$ cat config.mk
export PLATFORM = sky130hd
export DESIGN_NAME = ifetch_prefetch_buffer
export DESIGN_NICKNAME = d
export VERILOG_FILES = /design/src/rtl/ifb_pkg.sv /design/src/rtl/ifb_fifo.sv /design/src/rtl/ifetch_prefetch_buffer.sv
export SDC_FILE = /design/constraint.sdc
export NUM_CORES = 1
export LEC_CHECK = 0
export CORE_ASPECT_RATIO = 0.6
export CORE_UTILIZATION = 55
export CTS_CLUSTER_DIAMETER = 100
export DETAILED_ROUTE_END_ITERATION = 6
export GPL_TIMING_DRIVEN = 1
export PLACE_DENSITY = 0.78
export SKIP_CTS_REPAIR_TIMING = 1
export SYNTH_ARGS = -nofsm -noshare
export SYNTH_HDL_FRONTEND = slang
export SYNTH_HIERARCHICAL = 1
export SYNTH_SLANG_ARGS = --single-unit
$ cat constraint.sdc
create_clock -name clk -period 3.3 [get_ports clk]
set_input_delay 0.33 -clock clk [delete_from_list [all_inputs] [get_ports clk]]
set_output_delay 0.33 -clock clk [all_outputs]
set_load 0.02 [all_outputs]
$ cat src/rtl/ifb_pkg.sv
// Shared types and constants for the instruction prefetch buffer.
// The optional same-cycle bypass path is enabled by defining IFB_BYPASS_EN.
package ifb_pkg;

    localparam int          IFB_XLEN   = 32;
    localparam int unsigned IFB_PC_INC = 4;

    // IDLE: nothing outstanding; WAIT: response will be kept; DROP: response will be discarded
    typedef enum logic [1:0] {
        IDLE = 2'd0,
        WAIT = 2'd1,
        DROP = 2'd2
    } ifb_state_e;

    typedef struct packed {
        logic [IFB_XLEN-1:0] pc;
        logic [31:0]         data;
    } ifb_entry_t;

endpackage

$ cat src/rtl/ifb_fifo.sv
// Synchronous FIFO holding fetched {pc, data} entries.
// Flush has priority over push; a pop during flush is absorbed by the flush.
module ifb_fifo
    import ifb_pkg::*;
#(
    parameter  int WIDTH = $bits(ifb_entry_t),
    parameter  int DEPTH = 4,
    localparam int PTR_W = $clog2(DEPTH),
    localparam int CNT_W = $clog2(DEPTH + 1)
) (
    input  logic             clk,
    input  logic             reset,
    input  logic             flush,
    input  logic             push,
    input  logic [WIDTH-1:0] push_data,
    input  logic             pop,
    output logic [WIDTH-1:0] head_data,
    output logic [CNT_W-1:0] count
);

    logic [WIDTH-1:0] mem_q [DEPTH];
    logic [PTR_W-1:0] wr_ptr_q;
    logic [PTR_W-1:0] rd_ptr_q;
    logic [CNT_W-1:0] count_q;
    logic             do_push;
    logic             do_pop;

    assign do_push = push && (count_q != CNT_W'(DEPTH));
    assign do_pop  = pop && (count_q != '0);

    // Pointer and occupancy update; pointers wrap naturally since DEPTH is a power of two.
    // NOTE: sequential state is always assigned with <= so every flop samples pre-edge values.
    always_ff @(posedge clk) begin
        if (reset || flush) begin
            wr_ptr_q <= '0;
            rd_ptr_q <= '0;
            count_q  <= '0;
        end else begin
            if (do_push) wr_ptr_q <= wr_ptr_q + PTR_W'(1);
            if (do_pop)  rd_ptr_q <= rd_ptr_q + PTR_W'(1);
            unique case ({do_push, do_pop})
                2'b10:   count_q <= count_q + CNT_W'(1);
                2'b01:   count_q <= count_q - CNT_W'(1);
                default: count_q <= count_q;
            endcase
        end
    end

    // Entry storage write.
    // NOTE: the storage array has no reset; an entry is only read after count marks it valid.
    always_ff @(posedge clk) begin
        if (!reset && !flush && do_push) begin
            mem_q[wr_ptr_q] <= push_data;
        end
    end

    assign head_data = mem_q[rd_ptr_q];
    assign count     = count_q;

endmodule

$ cat src/rtl/ifetch_prefetch_buffer.sv
// Instruction prefetch buffer: sequential fetch with one request outstanding,
// FIFO of {pc, data} toward the fetch stage, flush on taken-branch redirect.
// Define IFB_BYPASS_EN to forward a response straight to the fetch stage when the FIFO is empty.
module ifetch_prefetch_buffer
    import ifb_pkg::*;
#(
    parameter int              XLEN     = IFB_XLEN,
    parameter int              DEPTH    = 4,
    parameter logic [XLEN-1:0] RESET_PC = '0
) (
    input  logic            clk,
    input  logic            reset,
    input  logic            redirect,
    input  logic [XLEN-1:0] redirect_pc,
    output logic            imem_req,
    output logic [XLEN-1:0] imem_addr,
    input  logic            imem_gnt,
    input  logic            imem_rvalid,
    input  logic [31:0]     imem_rdata,
    output logic            inst_valid,
    input  logic            inst_ready,
    output logic [XLEN-1:0] inst_pc,
    output logic [31:0]     inst_data
);

    localparam int CNT_W = $clog2(DEPTH + 1);

    ifb_state_e       state_q, state_d;
    logic [XLEN-1:0]  fetch_pc_q, fetch_pc_d;
    logic [XLEN-1:0]  req_pc_q, req_pc_d;
    logic             fifo_push;
    logic             fifo_pop;
    logic             fifo_valid;
    logic             bypass;
    logic [XLEN+31:0] head;
    logic [CNT_W-1:0] count;

    // State, fetch PC and outstanding-request PC registers.
    always_ff @(posedge clk) begin
        if (reset) begin
            state_q    <= IDLE;
            fetch_pc_q <= RESET_PC;
            req_pc_q   <= '0;
        end else begin
            state_q    <= state_d;
            fetch_pc_q <= fetch_pc_d;
            req_pc_q   <= req_pc_d;
        end
    end

    // Next-state, request issue and FIFO push decision.
    // NOTE: every signal driven here gets a default first so no latch can be inferred.
    always_comb begin
        state_d    = state_q;
        fetch_pc_d = fetch_pc_q;
        req_pc_d   = req_pc_q;
        imem_req   = 1'b0;
        fifo_push  = 1'b0;
        unique case (state_q)
            IDLE: begin
                imem_req = !reset && !redirect && (count < CNT_W'(DEPTH));
                if (imem_req && imem_gnt) begin
                    req_pc_d   = fetch_pc_q;
                    fetch_pc_d = fetch_pc_q + XLEN'(IFB_PC_INC);
                    state_d    = WAIT;
                end
            end
            WAIT: begin
                if (imem_rvalid) begin
                    // A word already taken through the bypass must not be queued again.
                    fifo_push = !redirect && !(bypass && inst_ready);
                    state_d   = IDLE;
                end else if (redirect) begin
                    state_d = DROP;
                end
            end
            DROP: begin
                if (imem_rvalid) state_d = IDLE;
            end
            default: state_d = IDLE;
        endcase
        if (redirect) fetch_pc_d = redirect_pc & ~XLEN'(3);
    end

    ifb_fifo #(
        .WIDTH (XLEN + 32),
        .DEPTH (DEPTH)
    ) u_fifo (
        .clk       (clk),
        .reset     (reset),
        .flush     (redirect),
        .push      (fifo_push),
        .push_data ({req_pc_q, imem_rdata}),
        .pop       (fifo_pop),
        .head_data (head),
        .count     (count)
    );

    assign imem_addr  = fetch_pc_q;
    assign fifo_valid = (count != '0);
    assign fifo_pop   = fifo_valid && inst_ready;

`ifdef IFB_BYPASS_EN
    assign bypass     = (state_q == WAIT) && (count == '0) && imem_rvalid && !redirect;
    assign inst_valid = fifo_valid || bypass;
    assign inst_pc    = bypass ? req_pc_q   : (fifo_valid ? head[XLEN+31:32] : '0);
    assign inst_data  = bypass ? imem_rdata : (fifo_valid ? head[31:0]       : '0);
`else
    assign bypass     = 1'b0;
    assign inst_valid = fifo_valid;
    assign inst_pc    = fifo_valid ? head[XLEN+31:32] : '0;
    assign inst_data  = fifo_valid ? head[31:0]       : '0;
`endif

endmodule

# Word level (Yosys, flattened, before mapping)
# Memory sizes are Yosys's and may differ from the RTL's. A register that Yosys moved wholly into a read port is not among the register bits.
# Cells that the tools add are included.
dict set report op_classes {
  add_sub_neg 5
  multipliers 0
  div 0
  order_cmp 1
  eq_ne 8
  n_shift 0
  muxes 18
  n_bitwise 0
  n_reduce_logical 19
}
# cell count
set op_table {}
lappend op_table {{32-bit two-way mux} 5}
lappend op_table {{32-bit by 3-bit adder with 32-bit output (second input constant)} 1}
lappend op_table {{2-bit two-way mux} 6}
lappend op_table {{1-bit logical AND} 7}
lappend op_table {{3-bit inequality test (second input constant)} 2}
lappend op_table {{2-bit one-hot mux with 3 select lines} 1}
lappend op_table {{3-bit one-hot mux with 2 select lines} 1}
lappend op_table {{2-bit nonzero test} 3}
lappend op_table {{1-bit two-way mux} 5}
lappend op_table {{2-bit by 1-bit adder with 2-bit output (second input constant)} 2}
lappend op_table {{2-bit by 1-bit equality test with 1-bit output (second input constant)} 2}
lappend op_table {{2-bit equality test (second input constant)} 2}
lappend op_table {{2-bit inequality test (second input constant)} 2}
lappend op_table {{2-bit AND reduction} 2}
lappend op_table {{3-bit by 1-bit adder with 3-bit output (second input constant)} 1}
lappend op_table {{3-bit < comparator (second input constant)} 1}
lappend op_table {{3-bit AND reduction} 1}
lappend op_table {{3-bit nonzero test} 1}
lappend op_table {{3-bit by 1-bit subtractor with 3-bit output (second input constant)} 1}
lappend op_table {{1-bit zero test} 2}
lappend op_table {{2-bit zero test} 1}
lappend op_table {{2-bit OR reduction} 1}
lappend op_table {{1-bit logical OR} 1}
dict set report totals {
  register_bits 73
  latchBits 0
  ram_bits 256
  mem_bits_ro 0
  in_bits 70
  out_inout_bits 98
  elab_cells 59
  memories 1
}
# memory words word_bits read_ports rd_ports_with_merged_regs write_ports line_no
set memory_table {}
lappend memory_table {u_fifo.mem_q 4 64 1 1 1 ifb_fifo.sv:21} ;# logic [WIDTH-1:0] mem_q [DEPTH];

# Logic depth before layout (Yosys ltp)
dict set report depth {
  ltp_word 7
  ltp_mapped 11
  depth_no_buf 10
}

# Modules after synthesis
# The synthesis kept the hierarchy.
# mod instances cells_each area_each_um2 seq_area_each_um2
set by_module_without_submodules {}
lappend by_module_without_submodules {ifb_fifo 1 385 9719.3 7867.5}
lappend by_module_without_submodules {ifetch_prefetch_buffer 1 446 3514.6 1241.2}

# Least setup slack after synthesis
# No wires, ideal clock.
dict set report synth_path {
  kind {in2reg}
  start {input redirect}
  end {memory u_fifo/mem_q[0][0] (netlist bit) (enable)}
  setup_ns 0.393
  t_arrival_ns 2.078
  path_slack_ns 0.829
  stages 5
  n_path_buf 2
  cell_sequence {clkbuf_1 -> clkbuf_1 -> nor3_1 -> and2_4 -> and3_2}
}
dict set report synth_via {
  elab_chain_len 7
}
# item line_no
set synth_lines {}
lappend synth_lines {{from (decl)} ifetch_prefetch_buffer.sv:13} ;# input logic redirect,
lappend synth_lines {{1-bit zero test} ifetch_prefetch_buffer.sv:71} ;# fifo_push = !redirect && !(bypass && inst_ready);
lappend synth_lines {{1-bit two-way mux} ifetch_prefetch_buffer.sv:69} ;# if (imem_rvalid) begin
lappend synth_lines {{1-bit two-way mux} ifetch_prefetch_buffer.sv:59} ;# unique case (state_q)
lappend synth_lines {{named net fifo_push} ifetch_prefetch_buffer.sv:31} ;# logic fifo_push;
lappend synth_lines {{1-bit logical AND} ifb_fifo.sv:28} ;# assign do_push = push && (count_q != CNT_W'(DEPTH));
lappend synth_lines {{1-bit logical AND} ifb_fifo.sv:52} ;# if (!reset && !flush && do_push) begin
lappend synth_lines {{1-bit two-way mux} ifb_fifo.sv:52}
lappend synth_lines {{1-bit two-way mux (not written as such)} ifb_fifo.sv:53} ;# mem_q[wr_ptr_q] <= push_data;
lappend synth_lines {{to (decl)} ifb_fifo.sv:21}
# The timed path passes the listed nets, and every way through them passes these cells.

==> run metrics <==
critical path data required time=2.97 ns; Unique masters post-synth=62; Detailed Place HPWL=16.6 mm; Setup crit end=inst_pc[17]; first-iteration detailed-routing DRC count=575; clock share of power=40.4%; clock tree root driver cell=clkbuf_16; area of the die=0.0247 sq mm; worst hold path type=input port to flop; Chip Width=202 um; length in cells of the worst reg-to-reg path=9; dpl cell area=0.0153 sq mm; detailed-route DRC error count=0; launching point of the worst reg2reg path=u_fifo/count[2]$_SDFFE_PP0P_; Initial Util=56.7%; worst endpoint data arrival time=2.67 ns; antenna-violating nets left=0; TritonCTS clock tree=done; post-detailed-routing wire length=26.1 mm; leakage power figure=0.00525 uW; most frequent cells in the layout=256 x edfxtp_1, 162 x clkdlybuf4s50_1, 79 x nand2_1; period utilisation layout=91.0%; maximum number of pins on one net before global-route repair=72; status=complete, no violations; I/O pin count=168; aggregate negative setup slack=0 ns; power density over the cells=499 mW/mm^2; setup repair after global routing missed its margin=no; relative contribution of sequential cells to total power=55.7%; Setup Skew=0.0161 ns; clock sink count=327; global route total overflow=0; drt first pass iters=5; area of all placed cells without fillers=0.0162 sq mm; slew at the pin closest to its max-slew limit=0.723 ns; clock-pin slew on the worst setup and hold paths=0.06 ns; via count of the first global-routing pass=7361; Clock Latency Late Sink=0.54 ns; total internal power=6450 uW; gate count after technology mapping=831; Longest Clk Path Bufs=3; fin nets=1081; total CTS buffers=29; Global Route Usage Sum=21.7%; net switching component of the power=1620 uW; synthesis warning total=6; setup-violating endpoint count in the final report=0; ant diodes=0; Rows=43; Final Hold Fails=0; part of the Yosys area used for sequential elements=68.8%; input/output buffers=163; critical path class=flop to output port; R2R Setup Slk=0.75 ns; Post-Syn Area per Cell=15.9 sq um; primary flip-flop cell chosen by synthesis mapping=edfxtp_1; via count=7531; Max Cap Violations=0; Area Overhead vs Synth=22.2%; routed length per placed instance=19.5 um; ratio of cells with drive above 1 in the final layout=16.0%; netlist area before placement=0.0132 sq mm; ys async rst share=0%; number of antenna violations at the first check in global routing=0; first-pass GRT wire length=41.3 mm; final RePlAce weighted congestion=0.822; standard cell core area=0.0233 sq mm; EDFF count, synth=256; most common library cell in the layout ignoring fill and taps=edfxtp_1; core utilization of the finished layout=69.3%; CTS H-tree depth=1; worst relative slew slack=51.8%; top achievable clock speed=333 MHz; number of synthesized register bits=327; Final min period=3.00 ns; Final Slew Violations=0; combinational power share=3.9%; Die Span Y=122 um; Worst IR Drop VDD=0.000374 V; routed vias/inst=5.62; terminus of the critical flop-to-flop path=u_fifo/count[2]$_SDFFE_PP0P_; Net Sw Frac=20.1%; critical-path maximum fanout=14; launching element type of the critical path=flop; Worst setup EP type=output port
-- critical path: stages (launching register included) --
cell	delay (ns)
dfxtp_4	0.51
buf_4	0.35
mux4_2	0.53
and2_1	0.15
clkdlybuf4s50_1	0.58
-- how the worst min path moves through the flow --
stage / start / to / depth (start not counted)
floorplan: imem_rvalid / state_q[1]$_SDFFE_PP0P_ / 1
global placement: req_pc_q[7]$_SDFFE_PP0P_ / req_pc_q[7]$_SDFFE_PP0P_ / 2
detailed placement: u_fifo/wr_ptr_q[0]$_SDFFE_PP0P_ / u_fifo/wr_ptr_q[0]$_SDFFE_PP0P_ / 2
CTS: reset / u_fifo/wr_ptr_q[0]$_SDFFE_PP0P_ / 4
global route: reset / u_fifo/wr_ptr_q[0]$_SDFFE_PP0P_ / 4
finish: reset / u_fifo/wr_ptr_q[0]$_SDFFE_PP0P_ / 4
-- kinds of logic after synthesis --
family / share of synthesized area [%]
other: 0.0283
AOI/OAI and AO/OA: 4.90
buffers and inverters: 2.92
xor gates and xnor gates: 1.19
DFF: 68.8
and+or+nand+nor: 10.4
adders and majority gates: 0.719
muxes: 11.0
-- power groups by stage --
stage,sequential [uW],combinational [uW],clock [uW]
2_1_floorplan,4600,119,0
5_1_grt,4500,338,3480
4_1_cts,4500,313,3320
3_5_place_dp,4590,312,0
6_report,4500,312,3260
3_3_place_gp,4590,308,0
-- routing by layer --
metal / track usage, % / vias to the layer above / wire length, um
li1: - / 3517 / -
met1: 33.0 / 3786 / 12000
met2: 33.8 / 208 / 12300
met3: 3.69 / 20 / 1580
met4: 3.01 / 0 / 167
met5: 0 / - / 0
-- Yosys cell counts, types with 3 or more instances --
master	n	area share, %
buf_4	6	0.34
and3_2	4	0.23
nand4_1	5	0.24
a211oi_1	4	0.23
and2_1	73	3.5
nor4_1	5	0.24
nand3_1	6	0.23
o311ai_0	6	0.40
inv_1	12	0.34
ha_1	6	0.57
nor2_1	21	0.60
nor3_2	4	0.30
xor2_1	3	0.20
edfxtp_1	256	58
nor4_2	4	0.38
o31a_1	3	0.20
mux4_2	64	11
clkbuf_1	23	0.65
a31oi_1	6	0.28
dfxtp_1	71	11
buf_2	12	0.45
o22ai_1	9	0.43
nand2_1	79	2.2
nor3_1	12	0.45
xnor2_1	15	0.99
o21ai_0	7	0.26
a21oi_1	60	2.3
buf_6	9	0.77
clkbuf_8	3	0.31
-- registers in the layout (all words and copies together), names as in the netlist, named ones only --
signal	flops
req_pc_q	30
imem_addr	30
u_fifo/count	3
u_fifo/mem_q	256
u_fifo/wr_ptr_q	2
state_q	2
u_fifo/rd_ptr_q	2
-- area by class of cell --
class / instances / area (sq um)
clock buffers: 35 / 748
clock inverters: 18 / 173
fillers: 1601 / 7170
inverters: 13 / 48.8
multi-input cells: 446 / 3790
flip-flops and latches: 327 / 9120
well taps: 315 / 394
repair buffers: 187 / 1910
-- metrics by stage --
step	hold slack [ns]	setup slack, ns	total power (uW)	std cells
after floorplan	0.407	0.829	4720	840
after global placement	0.484	0.614	4900	1288
after detailed placement	0.496	0.578	4900	1288
after CTS	0.185	0.236	8140	1341
after global routing	0.246	0.168	8320	1341
final	0.210	0.297	8070	1341
Power figures use the tool's default switching activity.
